==> src/rtl/jtag_tap_pkg.sv <==
// Shared TAP definitions: the 16 controller states in the usual 1149.1 encoding,
// the default opcodes and the pattern that Capture-IR loads.
package jtag_tap_pkg;

   typedef enum logic [3:0] {
      TAP_EX2_DR   = 4'h0,
      TAP_EX1_DR   = 4'h1,
      TAP_SHIFT_DR = 4'h2,
      TAP_PAUSE_DR = 4'h3,
      TAP_SEL_IR   = 4'h4,
      TAP_UPD_DR   = 4'h5,
      TAP_CAP_DR   = 4'h6,
      TAP_SEL_DR   = 4'h7,
      TAP_EX2_IR   = 4'h8,
      TAP_EX1_IR   = 4'h9,
      TAP_SHIFT_IR = 4'hA,
      TAP_PAUSE_IR = 4'hB,
      TAP_RTI      = 4'hC,
      TAP_UPD_IR   = 4'hD,
      TAP_CAP_IR   = 4'hE,
      TAP_TLR      = 4'hF
   } tap_state_t;

   localparam logic [3:0]  OPC_IDCODE     = 4'h2;
   localparam logic [3:0]  OPC_DEBUG      = 4'h8;
   localparam logic [3:0]  OPC_BYPASS     = 4'hF;
   localparam logic [3:0]  IR_CAPTURE     = 4'b0101;
   localparam logic [31:0] IDCODE_DEFAULT = 32'h149511C3;

endpackage

==> src/rtl/jtag_tap_fsm.sv <==
// TAP controller state register plus its next-state function; the register
// only moves on a detected TCK rise.
module jtag_tap_fsm
   import jtag_tap_pkg::*;
(
   input  logic       clock,
   input  logic       reset_n,
   input  logic       advance,
   input  logic       tms,
   output logic [3:0] state
);

   tap_state_t cur_state;
   tap_state_t next_state;

   always_ff @(posedge clock) begin
      if (!reset_n)
         cur_state <= TAP_TLR;
      else if (advance)
         cur_state <= next_state;
   end

   always_comb begin
      next_state = cur_state;
      case (cur_state)
         TAP_TLR:      next_state = tms ? TAP_TLR    : TAP_RTI;
         TAP_RTI:      next_state = tms ? TAP_SEL_DR : TAP_RTI;
         TAP_SEL_DR:   next_state = tms ? TAP_SEL_IR : TAP_CAP_DR;
         TAP_CAP_DR:   next_state = tms ? TAP_EX1_DR : TAP_SHIFT_DR;
         TAP_SHIFT_DR: next_state = tms ? TAP_EX1_DR : TAP_SHIFT_DR;
         TAP_EX1_DR:   next_state = tms ? TAP_UPD_DR : TAP_PAUSE_DR;
         TAP_PAUSE_DR: next_state = tms ? TAP_EX2_DR : TAP_PAUSE_DR;
         TAP_EX2_DR:   next_state = tms ? TAP_UPD_DR : TAP_SHIFT_DR;
         TAP_UPD_DR:   next_state = tms ? TAP_SEL_DR : TAP_RTI;
         TAP_SEL_IR:   next_state = tms ? TAP_TLR    : TAP_CAP_IR;
         TAP_CAP_IR:   next_state = tms ? TAP_EX1_IR : TAP_SHIFT_IR;
         TAP_SHIFT_IR: next_state = tms ? TAP_EX1_IR : TAP_SHIFT_IR;
         TAP_EX1_IR:   next_state = tms ? TAP_UPD_IR : TAP_PAUSE_IR;
         TAP_PAUSE_IR: next_state = tms ? TAP_EX2_IR : TAP_PAUSE_IR;
         TAP_EX2_IR:   next_state = tms ? TAP_UPD_IR : TAP_SHIFT_IR;
         TAP_UPD_IR:   next_state = tms ? TAP_SEL_DR : TAP_RTI;
         default:      next_state = TAP_TLR;
      endcase
   end

   assign state = cur_state;

endmodule

==> src/rtl/jtag_tap_sampled.sv <==
// JTAG TAP that oversamples tck/tms/tdi in the system clock domain, so the
// debug unit sees single-cycle capture/shift/update strobes instead of a tck clock.
module jtag_tap_sampled
   import jtag_tap_pkg::*;
#(
   parameter int                  IR_WIDTH     = 4,
   parameter logic [31:0]         IDCODE_VALUE = IDCODE_DEFAULT,
   parameter logic [IR_WIDTH-1:0] INSTR_IDCODE = IR_WIDTH'(OPC_IDCODE),
   parameter logic [IR_WIDTH-1:0] INSTR_DEBUG  = IR_WIDTH'(OPC_DEBUG),
   parameter logic [IR_WIDTH-1:0] INSTR_BYPASS = IR_WIDTH'(OPC_BYPASS),
   parameter int                  SYNC_STAGES  = 2
)(
   input  logic wb_clk_i,
   input  logic wb_rst_ni,
   input  logic tck_pad_i,
   input  logic tms_pad_i,
   input  logic tdi_pad_i,
   output logic tdo_pad_o,
   output logic tdo_oe_o,
   output logic debug_select_o,
   output logic capture_dr_o,
   output logic shift_dr_o,
   output logic update_dr_o,
   output logic tdi_o,
   input  logic debug_tdo_i,
   output logic tlr_o
);

   logic [SYNC_STAGES-1:0] tck_sync;
   logic [SYNC_STAGES-1:0] tms_sync;
   logic [SYNC_STAGES-1:0] tdi_sync;
   logic                   tck_prev;
   logic                   tck_s;
   logic                   tms_s;
   logic                   tdi_s;
   logic                   tck_rise;
   logic                   tck_fall;
   logic [IR_WIDTH-1:0]    ir;
   logic [IR_WIDTH-1:0]    ir_shift;
   logic [31:0]            id_shift;
   logic                   bypass_reg;
   logic                   sel_idcode;
   logic                   sel_bypass;
   logic                   dr_bit;
   logic [3:0]             fsm_state;
   tap_state_t             state;

   assign tck_s = tck_sync[SYNC_STAGES-1];
   assign tms_s = tms_sync[SYNC_STAGES-1];
   assign tdi_s = tdi_sync[SYNC_STAGES-1];

   // Gating with reset drops any edge that lands in a reset cycle.
   assign tck_rise = wb_rst_ni &  tck_s & ~tck_prev;
   assign tck_fall = wb_rst_ni & ~tck_s &  tck_prev;

   jtag_tap_fsm u_fsm (
      .clock   (wb_clk_i),
      .reset_n (wb_rst_ni),
      .advance (tck_rise),
      .tms     (tms_s),
      .state   (fsm_state)
   );

   assign state = tap_state_t'(fsm_state);

   assign sel_idcode     = (ir == INSTR_IDCODE);
   assign debug_select_o = (ir == INSTR_DEBUG);
   assign sel_bypass     = (ir == INSTR_BYPASS) | ~(sel_idcode | debug_select_o);
   assign dr_bit         = debug_select_o ? debug_tdo_i :
                           sel_idcode     ? id_shift[0] : bypass_reg;

   assign tlr_o        = (state == TAP_TLR);
   assign tdi_o        = tdi_s;
   assign capture_dr_o = tck_rise & debug_select_o & (state == TAP_CAP_DR);
   assign shift_dr_o   = tck_rise & debug_select_o & (state == TAP_SHIFT_DR);
   assign update_dr_o  = tck_rise & debug_select_o & (state == TAP_UPD_DR);

   // IR is forced to IDCODE whenever the FSM sits in TLR, not only on the next
   // rise, so the five-ones escape drops DEBUG selection right away.
   always_ff @(posedge wb_clk_i) begin
      if (!wb_rst_ni) begin
         tck_sync   <= '0;
         tms_sync   <= '0;
         tdi_sync   <= '0;
         tck_prev   <= 1'b0;
         ir         <= INSTR_IDCODE;
         ir_shift   <= '0;
         id_shift   <= '0;
         bypass_reg <= 1'b0;
         tdo_pad_o  <= 1'b0;
         tdo_oe_o   <= 1'b0;
      end else begin
         tck_sync <= {tck_sync[SYNC_STAGES-2:0], tck_pad_i};
         tms_sync <= {tms_sync[SYNC_STAGES-2:0], tms_pad_i};
         tdi_sync <= {tdi_sync[SYNC_STAGES-2:0], tdi_pad_i};
         tck_prev <= tck_s;

         if (state == TAP_TLR)
            ir <= INSTR_IDCODE;

         if (tck_rise) begin
            case (state)
               TAP_CAP_IR:   ir_shift <= IR_WIDTH'(IR_CAPTURE);
               TAP_SHIFT_IR: ir_shift <= {tdi_s, ir_shift[IR_WIDTH-1:1]};
               TAP_UPD_IR:   ir <= ir_shift;
               TAP_CAP_DR: begin
                  if (sel_idcode)
                     id_shift <= IDCODE_VALUE;
                  if (sel_bypass)
                     bypass_reg <= 1'b0;
               end
               TAP_SHIFT_DR: begin
                  id_shift   <= {tdi_s, id_shift[31:1]};
                  bypass_reg <= tdi_s;
               end
               default: ;
            endcase
         end

         if (tck_fall) begin
            case (state)
               TAP_SHIFT_IR: begin
                  tdo_pad_o <= ir_shift[0];
                  tdo_oe_o  <= 1'b1;
               end
               TAP_SHIFT_DR: begin
                  tdo_pad_o <= dr_bit;
                  tdo_oe_o  <= 1'b1;
               end
               default: tdo_oe_o <= 1'b0;
            endcase
         end
      end
   end

endmodule

==> config.mk <==
export PLATFORM = sky130hd
export DESIGN_NAME = jtag_tap_sampled
export DESIGN_NICKNAME = d
export VERILOG_FILES = /design/src/rtl/jtag_tap_pkg.sv /design/src/rtl/jtag_tap_fsm.sv /design/src/rtl/jtag_tap_sampled.sv
export SDC_FILE = /design/constraint.sdc
export NUM_CORES = 1
export LEC_CHECK = 0
export BUFFER_PORTS_ARGS = -buffer_cell sky130_fd_sc_hd__buf_4
export CORE_MARGIN = 5
export CORE_UTILIZATION = 43
export DETAILED_ROUTE_END_ITERATION = 6
export PLACE_DENSITY = 0.61
export SYNTH_ARGS = -nofsm -noshare
export SYNTH_HDL_FRONTEND = slang
export SYNTH_SLANG_ARGS = --single-unit
==> constraint.sdc <==
create_clock -name wb_clk_i -period 2 [get_ports wb_clk_i]
set_input_delay 0.3 -clock wb_clk_i [delete_from_list [all_inputs] [get_ports wb_clk_i]]
set_output_delay 0.3 -clock wb_clk_i [all_outputs]
set_load 0.03 [all_outputs]
Yosys cells after proc, flatten, opt, wreduce, memory -nomap -nowiden
Index checks and enable logic that the tools add are counted.
{ "totals": {"regBits": 54} }
{ "op_classes": {"muxes": 25, "n_eq_ne": 20, "bitwise": 13, "reduce_logical": 12} }
{ "ops": {"columns": ["op", "count"], "rows": [
  ["32-bit case mux with 2 select lines", 1],
  ["4-bit case mux with 12 select lines", 1],
  ["4-bit == test (second input constant)", 10],
  ["32-bit two-way mux", 1],
  ["4-bit by 3-bit == test with 1-bit output (second input constant)", 4],
  ["4-bit two-way mux", 4],
  ["4-bit by 2-bit == test with 1-bit output (second input constant)", 3],
  ["2-bit two-way mux", 6],
  ["3-bit two-way mux", 4],
  ["1-bit bitwise AND", 8],
  ["4-bit case mux with 2 select lines", 1],
  ["3-bit AND reduction", 2],
  ["2-bit nonzero test", 3],
  ["2-bit OR reduction", 3],
  ["1-bit two-way mux", 5],
  ["4-bit by 1-bit == test with 1-bit output (second input constant)", 1],
  ["4-bit zero test", 1],
  ["2-bit inequality test (second input constant)", 2],
  ["1-bit case mux with 2 select lines", 2],
  ["2-bit AND reduction", 2],
  ["1-bit NOT", 3],
  ["3-bit OR reduction", 1],
  ["1-bit OR", 2]
]} }

Depth between registers and ports, before layout
Gate-level depths: netlist of run 1.
{ "logic_depth": {"depth_word": 6, "depth_mapped": 6, "mapped_depth_nobuf": 4} }

Hierarchy
From an unflattened synthesis of run 1, not the netlist that was laid out.
{ "unflattened": {"cells_unflattened": 255, "hier_area_um2": 2259.7} }
{ "by_module_without_submodules": {"columns": ["mod", "instances", "cells_per_inst", "area_each_um2"], "rows": [
  ["jtag_tap_sampled", 1, 229, 2037.0],
  ["jtag_tap_fsm", 1, 26, 222.7]
]} }

Worst setup path after synthesis of run 1
OpenSTA, ideal clock, no wires.
{ "synth_timing": {"kind": "register to output", "from": "register ir[3]", "to": "output port update_dr_o", "stages_incl_launch_ff": 5, "path_slack_ps": -658, "arrival_ps": 2358, "path_cell_list": "dfxtp_1 > or4b_2 > inv_1 > nand3_1 > nor4_1"} }
{ "synth_between": {"elab_chain_len": 3} }
{ "synth_rtl": {"columns": ["item", "line", "text"], "rows": [
  ["start: declaration", "jtag_tap_sampled.sv:38", "logic [IR_WIDTH-1:0] ir;"],
  ["start signal: assignment", "jtag_tap_sampled.sv:105", "TAP_UPD_IR: ir <= ir_shift;"],
  ["4-bit == test", "jtag_tap_sampled.sv:67", "assign debug_select_o = (ir == INSTR_DEBUG);"],
  ["via debug_select_o", "jtag_tap_sampled.sv:20", "output logic debug_select_o,"],
  ["1-bit bitwise AND (2 in series)", "jtag_tap_sampled.sv:76", "assign update_dr_o = tck_rise & debug_select_o & (state == TAP_UPD_DR);"],
  ["end: declaration", "jtag_tap_sampled.sv:23", "output logic update_dr_o,"]
]} }
The timed path passes the listed nets, and every way through them passes these cells.

Worst setup path in the final report of run 1
{ "layout_timing": {"from": "register ir[2]", "to": "output port update_dr_o"} }
{ "layout_between": {"elab_chain_len": 3} }
{ "layout_rtl": {"columns": ["item", "line"], "rows": [
  ["4-bit == test", "jtag_tap_sampled.sv:67"],
  ["1-bit bitwise AND (2 in series)", "jtag_tap_sampled.sv:76"]
]} }
No other way between the ends.

==> results of run 1 <==
==> synthesized netlist by cell type, types with 2 or more instances <==
master / instances
a31oi_1: 3
buf_2: 5
o21ai_0: 8
o221a_2: 3
and2_1: 7
nor4_1: 3
a22oi_1: 19
nor2_1: 29
clkbuf_1: 6
dfxtp_1: 54
buf_4: 2
o221a_1: 9
inv_1: 8
nand3b_1: 2
nand2_1: 8
nor3_1: 3
buf_6: 2
a21oi_1: 8
nor2b_1: 3
nand3_1: 8
nand2b_1: 5
a211oi_1: 3
mux2i_1: 4
==> cell type report <==
class,instances,area (µm²)
Clock inverter,2,38.8
Fill cell,470,2240
Tap cell,67,83.8
Multi-Input combinational cell,142,967
Timing Repair Buffer,28,218
Clock buffer,6,82.6
Sequential cell,54,1090
Inverter,9,36.3
==> worst paths after layout <==
check / startpoint / end / slack [ns]
worst max-delay path: ir[2] / update_dr_o / -0.02
worst min register to register: tms_sync[0] / tms_sync[1] / 0.44
worst min-delay path: tdi_pad_i / tdi_sync[0] / 0.19
worst max register to register: ir[1] / id_shift[13] / 0.16
==> per-layer routing <==
layer  vias to the layer above  global-route usage [%]  wire (µm)
met5                         -                       0          0
met4                         0                    5.57         68
met3                         7                    3.70        161
met2                        27                    23.7       2040
met1                       777                    18.7       2030
li1                        839                       -          -
==> timing repair <==
action | in CTS | in global routing
pin swaps | 4 | 0
setup endpoints to repair | 3 | 3
buffers inserted | 3 | 0
gates cloned | 0 | 0
gates resized for setup | 8 | 0
==> cells by family (layout without fill, tap and decap cells) <==
logic type	count (synthesis)	in the layout	synth area share, %
AOI/OAI and AO/OA	59	59	21.5
xor gates and xnor gates	1	1	0.414
buffers and inverters	25	45	5.79
DFF	54	54	51.1
muxes	4	4	1.89
and+or+nand+nor	78	78	19.3
==> cells in the final DEF (no fill, tap or decap), drive strengths merged, types with 2 or more instances in the layout <==
cell type / netlist / final
o221a: 12 / 12
nor3: 4 / 4
a22oi: 19 / 19
dfxtp: 54 / 54
a211oi: 3 / 3
or4b: 2 / 2
nand2: 8 / 8
or2: 2 / 2
a21oi: 9 / 9
o21ai: 8 / 8
mux2i: 4 / 4
nor4: 3 / 3
nand2b: 5 / 5
inv: 8 / 9
a31oi: 3 / 3
clkbuf: 6 / 6
buf: 10 / 28
nand3: 8 / 8
nand3b: 2 / 2
nor2: 29 / 29
nor2b: 3 / 3
and2: 7 / 7
==> worst max-delay path: stages (launching register included) <==
cell	delay [ns]
dfxtp_1	0.36
or4b_4	0.56
inv_4	0.08
nand3_4	0.09
nor4_4	0.13
buf_4	0.19
==> through the flow <==
stage,power (W),utilization (%),std cells
floorplan,0.00117,-,221
global placement,0.00121,49.3,297
detailed placement,0.00121,49.3,297
CTS,0.00197,52.9,308
global route,0.00202,52.9,308
finish,0.00194,52.9,308
==> report_power, final <==
| part | internal [W] | total (W) | switching (W) |
|---|---|---|---|
| logic | 0.0000324 | 0.0000897 | 0.0000573 |
| registers | 0.00108 | 0.00109 | 0.00000755 |
| clock network | 0.000412 | 0.000765 | 0.000353 |
| total | 0.00153 | 0.00194 | 0.000418 |
==> summary.md, run 1 <==
| Metric | Value |
|---|---|
| Sequential fraction of the synthesis area | 51.1% |
| Post-layout min period | roughly 2.0 ns |
| Max Fanout on Critical Path | 5 |
| Via count | roughly 1.7k |
| ANT cells | 0 |
| Final hold violations | 0 |
| Top FF cell, synth | dfxtp_1 |
| Starting Density | between 40% and 50% |
| Post-Syn Area | between 2000 and 2500 µm² |
| LEAKAGE | 0.934 nW |
| Row cnt | 25 |
| Die Y-Extent | around 80 µm |
| Post-Route WL | around 4300 µm |
| Largest Register | id_shift |
| Ports | 14 |
| H-tree level count | 2 |
| TritonCTS buffer count | 5 |
| Skew-Pair Late Insertion Delay | 0.31 ns |
| DP Worst Slack | around 0.12 ns |
| Final setup violating endpoints | 1 |
| Synth async-reset ratio | 0% |
| Area contributors post-synth | dfxtp_1, a22oi_1, nor2_1 |
| Clock Tree Root | clkbuf_8 |
| Crit Path Class | flip-flop to primary output |
| Post-DP Area | about 2300 µm² |
| DRT iter0 DRCs | 81 |
| Fmax | 495 MHz |
| Avg Cell Area, Syn | between 9 and 10 µm² |
| PortBufs | 13 |
| First-pass DRT Iterations | 4 |
| Net count reported at finish | about 250 |
| Hold Path Class | primary input to flip-flop |
| Wire length per cell | 14.0 µm |
| Gr ovfl total | 0 |
| Final setup margin | -0.0218 ns |
| Clock Sinks | between 50 and 60 |
| Core box area | between 4000 and 5000 µm² |
| Cells after Synth | between 200 and 250 |
| Vias in the first global route | ~1.5k |
| Max-cap violation count | 0 |
| Crit. End Element | primary output |
| Pins Over Slew Limit | 0 |
| Max reg flops | 32 |
| Violated checks | negative setup slack |
| Residual DRC count | 0 |
| R2R depth | 6 |
| Clock buffer depth | 2 |
| WP data required | roughly 1.7 ns |
| DP HPWL | 2780 µm |
| Worst-Margin Slew | 0.460 ns |
| Hold Crit Depth | 2 |
| Max_slew headroom | between 60 and 70% |
| Clk slew on worst S/H paths | roughly 0.1 ns |
| Hold_buf cts | 0 |
| Initial antenna violation count | 0 |
| Yosys reg bits | 54 |
| First-pass GRT wire length | approximately 7300 µm |
| Final instance area | approximately 2500 µm² |
| Layout cells sized above 1 | 22.4% |
| Die width | roughly 80 µm |
| Ys Warns | 0 |
| Post-Syn Nets | 227 |
| Number of synthesized flops with an enable pin | 0 |
| Largest area contributor in the netlist | dfxtp_1 |
| VDD IR-drop max | 391 µV |
| Top-area cell type share of the netlist area | between 50% and 60% |
| Largest net degree at the start of global routing | 27 |
| Worst Path Arrival | ~1.7 ns |
| Final GP Congestion | a little under 0.9 |
| Unique masters post-synth | 42 |
| Die area | between 6000 and 7000 µm² |
| Pwr dens | 774 nW/µm² |
| Setup TNS | -0.0218 ns |
| Area Growth Syn to Fin | 18.8% |
| Startpoint types | flip-flop |
| Drt via density | 5.36 |
| RSZ-0062 raised after global routing | true |
| Status | complete, but fails checks |
| Worst Hold Slack | approximately 0.19 ns |
| Tcrit/Tclk final | 101% |
| Global Route Usage Sum | 14.6% |
| CTS tree | yes |
| Post-route ant nets | 0 |
| Clock skew | around 0.018 ns |
(Power assumes the default switching activity.)
==> inputs of run 2 (changes only) <==
CORE_UTILIZATION = 40   (was 43)
PLACE_DENSITY = 0.58   (was 0.61)
==> run 2 against run 1 <==
  * The flow still finishes with violations (negative setup slack)
  * Non-clock buffer count rose by 7
  * First-iteration DRC count rose by 38%
  * Via count fell by 1.3%
  * Routed wire length rose by 3.0%
  * Critical path depth did not move
  * Cell count rose by 3.2%
  * Power fell by 8.9%
  * Sequential power barely moved
  * Die area rose by 6.6%
  * Clock skew fell by 0.0079 ns
  * Sequential share of layout area fell by 0.42 points
  * Design area rose by 1.1%
  * Largest cell class unchanged
==> summary.md, run 2 (synthesis results as in run 1) <==
| Metric | Value |
|---|---|
| Clock buffer depth | 2 (unchanged) |
| Crit Path Class | flip-flop to primary output |
| Row cnt | 26 (+4.0%) |
| Fin cells | 318 (+3.2%) |
| Skew-Pair Late Insertion Delay | 0.31 ns (about the same) |
| First-pass GRT wire length | 7620 µm (+4.3%) |
| Worst Path Arrival | 1.70 ns (-0.02 ns) |
| Final hold violations | 0 (unchanged) |
| DRT iter0 DRCs | 112 (+38%) |
| Clock skew | 0.00987 ns (-0.00791 ns) |
| Starting Density | 41.4% (-3.1 points) |
| LEAKAGE | 0.954 nW (+2.1%) |
| Layout cells sized above 1 | 25.0% (+2.6 points) |
| Most frequent cells in the layout | dfxtp_1, buf_4, nor2_1 |
| Worst-Margin Slew | 0.474 ns (+0.0149 ns) |
| Status | complete, but fails checks |
| Final setup violating endpoints | 1 (unchanged) |
| Post-Route WL | 4440 µm (+3.0%) |
| Net count reported at finish | 253 (+2.8%) |
| Setup TNS | -0.00304 ns (+0.0188 ns) |
| Tcrit/Tclk final | 100% (-0.94 points) |
| RSZ-0062 raised after global routing | true |
| Max Fanout on Critical Path | 2 (-3) |
| Via count | 1,628 (-1.3%) |
| CTS tree | yes |
| Max reg flops | 32 (unchanged) |
| Area Growth Syn to Fin | 20.1% |
| Ports | 14 (unchanged) |
| Pins Over Slew Limit | 0 (unchanged) |
| WP data required | 1.70 ns (about the same) |
| Final GP Congestion | 0.828 (-6.4%) |
| First-pass DRT Iterations | 4 (unchanged) |
| Filler cells | 503 (+7.0%) |
| R2R Path Start | ir[2] |
| Startpoint types | flip-flop |
| Wire length per cell | 14.0 µm (-0.20%) |
| R2R depth | 6 (unchanged) |
| VDD IR-drop max | 526 µV (+34%) |
| Die width | 82.7 µm (+3.2%) |
| Drt via density | 5.12 (-4.4%) |
| Hold_buf cts | 0 (unchanged) |
| Worst reg2reg setup slack | 0.07 ns (-0.09 ns) |
| Clk slew on worst S/H paths | 0.10 ns (about the same) |
| Crit. End Element | primary output |
| Most common cell after layout, fill and taps aside | dfxtp_1 |
| Vias in the first global route | 1,606 (+4.6%) |
| PortBufs | 13 (unchanged) |
| Clock Tree Root | clkbuf_8 |
| Final setup margin | -0.00304 ns (+0.0188 ns) |
| Placed insts | 301 (+1.3%) |
| Gr ovfl total | 0 (unchanged) |
| Violated checks | negative setup slack |
| Largest net degree at the start of global routing | 27 (unchanged) |
| Pwr dens | 698 nW/µm² (-9.8%) |
| FF-to-FF End | id_shift[17] |
| Largest Register | id_shift |
| DP HPWL | 2810 µm (+0.88%) |
| Max_slew headroom | 68.2% (-1.0 points) |
| Die area | 6840 µm² (+6.6%) |
| Hold Crit Depth | 2 (unchanged) |
| Final core occ | 49.8% (-3.1 points) |
| CP startpoint | ir[2] |
| Core box area | 5110 µm² (+7.4%) |
| TritonCTS buffer count | 5 (unchanged) |
| Hold Path Class | primary input to flip-flop |
| Clock Sinks | 54 (unchanged) |
| Die Y-Extent | 82.7 µm (+3.2%) |
| Final instance area | 2540 µm² (+1.1%) |
| Hold Path Origin | tdi_pad_i |
| Hold Path Sink | tdi_sync[0] |
| Residual DRC count | 0 (unchanged) |
| ANT cells | 0 (unchanged) |
| Max-cap violation count | 0 (unchanged) |
| Global Route Usage Sum | 14.8% (+0.15 points) |
| Post-DP Area | 2350 µm² (+0.48%) |
| Fmax | 499 MHz (+0.94%) |
| Initial antenna violation count | 0 (unchanged) |
| Post-route ant nets | 0 (unchanged) |
| Post-layout min period | 2.00 ns (-0.0188 ns) |
| H-tree level count | 2 (unchanged) |
| DP Worst Slack | 0.102 ns (-0.0136 ns) |
run 2: repair_timing:
action / in CTS / in global routing
gates resized for setup: 8 / 2
pin swaps: 6 / 3
gates cloned: 0 / 0
hold endpoints to repair: 0 / 0
setup endpoints to repair: 3 / 4
buffers inserted: 6 / 3
run 2: critical path, cell delays in order, from the launching register on:
cell and delay [ns]:
dfxtp_2 0.33, or4b_4 0.57, inv_4 0.09, nand3_4 0.09, nor4_4 0.12, buf_4 0.19
run 2: per-layer routing:
metal / track usage, % / wire [µm]
met5: 0 / 0
met4: 5.39 / 65
met3: 4.66 / 166
met2: 23.3 / 2000
met1: 19.0 / 2200
run 2: stage by stage:
stage,hold slack (ns),total power [W]
after global placement,0.415,0.00121
after floorplan,0.412,0.00117
after detailed placement,0.419,0.00121
after CTS,0.184,0.00180
final,0.197,0.00177
after global routing,0.192,0.00186
run 2: worst max-delay path by stage:
stage                  endpoint  depth (start not counted)
floorplan           update_dr_o                          4
global placement    update_dr_o                          5
detailed placement  update_dr_o                          5
CTS                 update_dr_o                          5
global route        update_dr_o                          5
finish              update_dr_o                          5
run 2: layout make-up:
type / instances / area [µm²] / area share [%]
flip-flops and latches: 54 / 1090 / 42.8
multi-input cells: 142 / 972 / 38.3
repair buffers: 35 / 270 / 10.6
well taps: 70 / 87.6 / 3.45
clock buffers: 6 / 72.6 / 2.86
inverters: 9 / 36.3 / 1.43
clock inverters: 2 / 13.8 / 0.542
run 2: where the power goes:
| group | internal [W] | total (W) | switching [W] |
|---|---|---|---|
| combinational | 0.0000326 | 0.0000895 | 0.0000569 |
| sequential | 0.00108 | 0.00109 | 0.00000755 |
| clock | 0.000248 | 0.000593 | 0.000345 |
| total | 0.00136 | 0.00177 | 0.000410 |
==> inputs of run 3 (changes only) <==
ABC_AREA = 1   (was unset)
PLACE_DENSITY = 0.57   (was 0.58)
==> run 3 against run 2 <==
  * The run now ends clean
  * Cell count increased by 22%
  * Combinational power rose by 9.3%
  * Non-clock buffer count is 17 lower
  * Worst setup slack better by 0.14 ns
  * Critical endpoint unchanged
  * Largest power group unchanged
  * Highest routed layer unchanged
==> summary.md, run 3 <==
| Metric | Value |
|---|---|
| Max_slew headroom | 66.8% (-1.4 points) |
| Sequential fraction of the synthesis area | 48.6% (-2.5 points) |
| Switching part of the total | 23.5% (+0.39 points) |
| Comb power frac | 5.3% (+0.3 points) |
| LEAKAGE | 1.00 nW (+5.1%) |
| Max Fanout on Critical Path | 6 (+4) |
| Met2 usage | 23.6% (+0.31 points) |
| Post-layout min period | 1.87 ns (-0.136 ns) |
| Pwr dens | 740 nW/µm² (+6.0%) |
| Startpoint types | flip-flop |
| PortBufs | 13 (unchanged) |
| R2R Path Start | u_fsm.state[0] |
| Cells after Synth | 303 (+37%) |
| Clock skew | 0.00788 ns (-0.00199 ns) |
| Post-route ant nets | 0 (unchanged) |
| Synth async-reset ratio | 0% (unchanged) |
| Drt via density | 4.82 (-5.9%) |
| CP max stage cell | dfxtp_1 |
| Clk slew on worst S/H paths | 0.10 ns (about the same) |
| Starting Density | 40.9% (-0.52 points) |
| Die area | 7150 µm² (+4.5%) |
| Post-synth top cells | nand2_1, dfxtp_1, nor2_1 |
| Cell Int Power | 0.00140 W (+2.7%) |
| Status | finished clean |
| Largest stage delay on the critical path | 0.33 ns (-0.24 ns) |
| Avg Cell Area, Syn | 7.34 µm² (-23%) |
| H-tree level count | 2 (unchanged) |
| Final hold violations | 0 (unchanged) |
| Layout cells sized above 1 | 13.3% (-12 points) |
| VDD IR-drop max | 392 µV (-26%) |
| NetSw | 0.000430 W (+4.9%) |
| Crit. End Element | primary output |
| CP startpoint | ir[2] |
| Post-Route WL | 4650 µm (+4.7%) |
| Hold Path Sink | tck_sync[0] |
| Final setup violating endpoints | 0 (-1) |
| Worst Path Arrival | 1.57 ns (-0.13 ns) |
| Hold_buf cts | 0 (unchanged) |
| Wire length per cell | 12.0 µm (-14%) |
| Largest area contributor in the netlist | dfxtp_1 |
| Worst reg2reg setup slack | 0.53 ns (+0.46 ns) |
| Top FF cell, synth | dfxtp_1 |
| Hold Path Origin | tck_pad_i |
| Fmax | 536 MHz (+7.3%) |
| Row cnt | 27 (+3.8%) |
| Post-Syn Nets | 309 (+36%) |
| Die Y-Extent | 84.6 µm (+2.2%) |
| Post-Syn Area | 2220 µm² (+5.1%) |
| R2R depth | 7 (+1) |
| First-pass DRT Iterations | 4 (unchanged) |
| Clock buffer depth | 2 (unchanged) |
| Worst-Margin Slew | 0.497 ns (+0.0227 ns) |
| Clock share of power | 34.7% (+1.2 points) |
| Yosys reg bits | 54 (unchanged) |
| Most frequent cells in the layout | nand2_1, dfxtp_1, nor2_1 |
| Setup TNS | 0 ns (+0.00304 ns) |
| Largest Register | id_shift |
| Gr ovfl total | 0 (unchanged) |
| Final instance area | 2470 µm² (-2.7%) |
| WP data required | 1.70 ns (about the same) |
| ANT cells | 0 (unchanged) |
| Largest net degree at the start of global routing | 29 (+7.4%) |
| First-pass GRT wire length | 8360 µm (+9.7%) |
| Global Route Usage Sum | 14.0% (-0.81 points) |
| Hold Path Class | primary input to flip-flop |
| Final core occ | 45.5% (-4.3 points) |
| Filler cells | 584 (+16%) |
| Skew-Pair Late Insertion Delay | 0.30 ns (about the same) |
| Core box area | 5440 µm² (+6.5%) |
| Most common cell after layout, fill and taps aside | nand2_1 |
| DP HPWL | 3180 µm (+13%) |
| Via count | 1,864 (+14%) |
| DRT iter0 DRCs | 84 (-25%) |
| Max-cap violation count | 0 (unchanged) |
| Tcrit/Tclk final | 93.3% (-6.8 points) |
| Net count reported at finish | 320 (+26%) |
| Unique masters post-synth | 23 (-45%) |
| Hold Crit Depth | 3 (+1) |
| Area contributors post-synth | dfxtp_1, nand2_1, nor2_1 |
| FF-to-FF End | id_shift[7] |
| Max reg flops | 32 (unchanged) |
| CTS tree | yes |
| Initial antenna violation count | 0 (unchanged) |
| Pins Over Slew Limit | 0 (unchanged) |
| Post-DP Area | 2370 µm² (+0.74%) |
| Clock Sinks | 54 (unchanged) |
| Number of synthesized flops with an enable pin | 0 (unchanged) |
| Residual DRC count | 0 (unchanged) |
| Area Growth Syn to Fin | 11.2% |
| Most frequent cell after synthesis | nand2_1 |
| Ys Warns | 0 (unchanged) |
| Top-area cell type share of the netlist area | 48.6% (-2.5 points) |
| Vias in the first global route | 1,808 (+13%) |
| Ports | 14 (unchanged) |
| Die width | 84.6 µm (+2.2%) |
| Crit Path Class | flip-flop to primary output |
| TritonCTS buffer count | 5 (unchanged) |
| Critical path cell sequence | nor2_1, nand3_1, nor4_2, buf_4 |
| GR Util met3 | 2.75% (-1.9 points) |
| GRT busiest layer | met2 |
| Final GP Congestion | 0.773 (-6.6%) |
| Clock Tree Root | clkbuf_8 |
| Grt met1 use | 18.1% (-0.85 points) |
| Reg power frac | 59.9% (-1.6 points) |
| RSZ-0062 raised after global routing | false |
==> run 3: changes by cell type after synthesis, sizes merged, moves of 5 or more <==
cell	delta
a21oi	+21
a22oi	-19
and2	-7
inv	+21
nand2	+56
nand2b	-5
nand3	+25
nor2	+19
o21ai	+10
o221a	-12
==> run 3: worst max-delay path, delay by kind of cell, from the launching register on <==
family	cells	cell delay (ns)
and+or+nand+nor	3	0.74
DFF	1	0.33
buffers and inverters	1	0.20
==> run 3: how the worst max path moves through the flow <==
stage | to | slack, ns | depth (start not counted)
after floorplan | update_dr_o | 0.31 | 4
after global placement | update_dr_o | 0.44 | 4
after detailed placement | update_dr_o | 0.44 | 4
after CTS | update_dr_o | 0.10 | 4
after global routing | update_dr_o | 0.006 | 4
final | update_dr_o | 0.13 | 4
==> run 3: layout make-up <==
| cell class | count | area, µm² | area share [%] |
|---|---|---|---|
| sequential | 54 | 1080 | 43.8 |
| timing repair buffer | 18 | 135 | 5.46 |
| clock buffer | 6 | 82.6 | 3.34 |
| tap | 72 | 90.1 | 3.64 |
| multi-input combinational | 206 | 957 | 38.7 |
| inverter | 29 | 109 | 4.40 |
| clock inverter | 2 | 17.5 | 0.708 |
==> run 3: per-layer routing <==
| layer | part of all wire [%] | wire length, µm |
|---|---|---|
| met4 | 1.0 | 48 |
| met5 | 0 | 0 |
| met3 | 2.7 | 124 |
| met2 | 48 | 2240 |
| met1 | 48 | 2230 |
==> run 3: per-stage QoR <==
step	hold WS (ns)	cells	setup WS [ns]	total power [W]
final	0.175	387	0.133	0.00183
after global routing	0.171	387	0.00644	0.00192
after CTS	0.167	387	0.101	0.00186
after detailed placement	0.401	379	0.442	0.00122
after global placement	0.394	379	0.439	0.00122
after floorplan	0.390	303	0.310	0.00119
==> run 3: power by group through the flow <==
stage	sequential, W	clock (W)	combinational (W)
after floorplan	0.00112	0	0.0000679
after global placement	0.00112	0	0.0000972
after detailed placement	0.00112	0	0.0000982
after CTS	0.00110	0.000661	0.0000984
after global routing	0.00110	0.000711	0.000110
final	0.00110	0.000636	0.0000978
==> run 3: kinds of logic (layout without fill, tap and decap cells) <==
| kind of cell | count (synthesis) | after routing | synth area share (%) |
|---|---|---|---|
| compound gates | 53 | 53 | 12.5 |
| simple gates | 153 | 153 | 30.2 |
| buf+inv | 43 | 55 | 8.66 |
| flops | 54 | 54 | 48.6 |
==> run 3: repair_timing <==
| action | CTS | global route |
|---|---|---|
| buffers inserted | 0 | 0 |
| endpoints found under the setup margin | 0 | 1 |
| resized for setup | 0 | 1 |
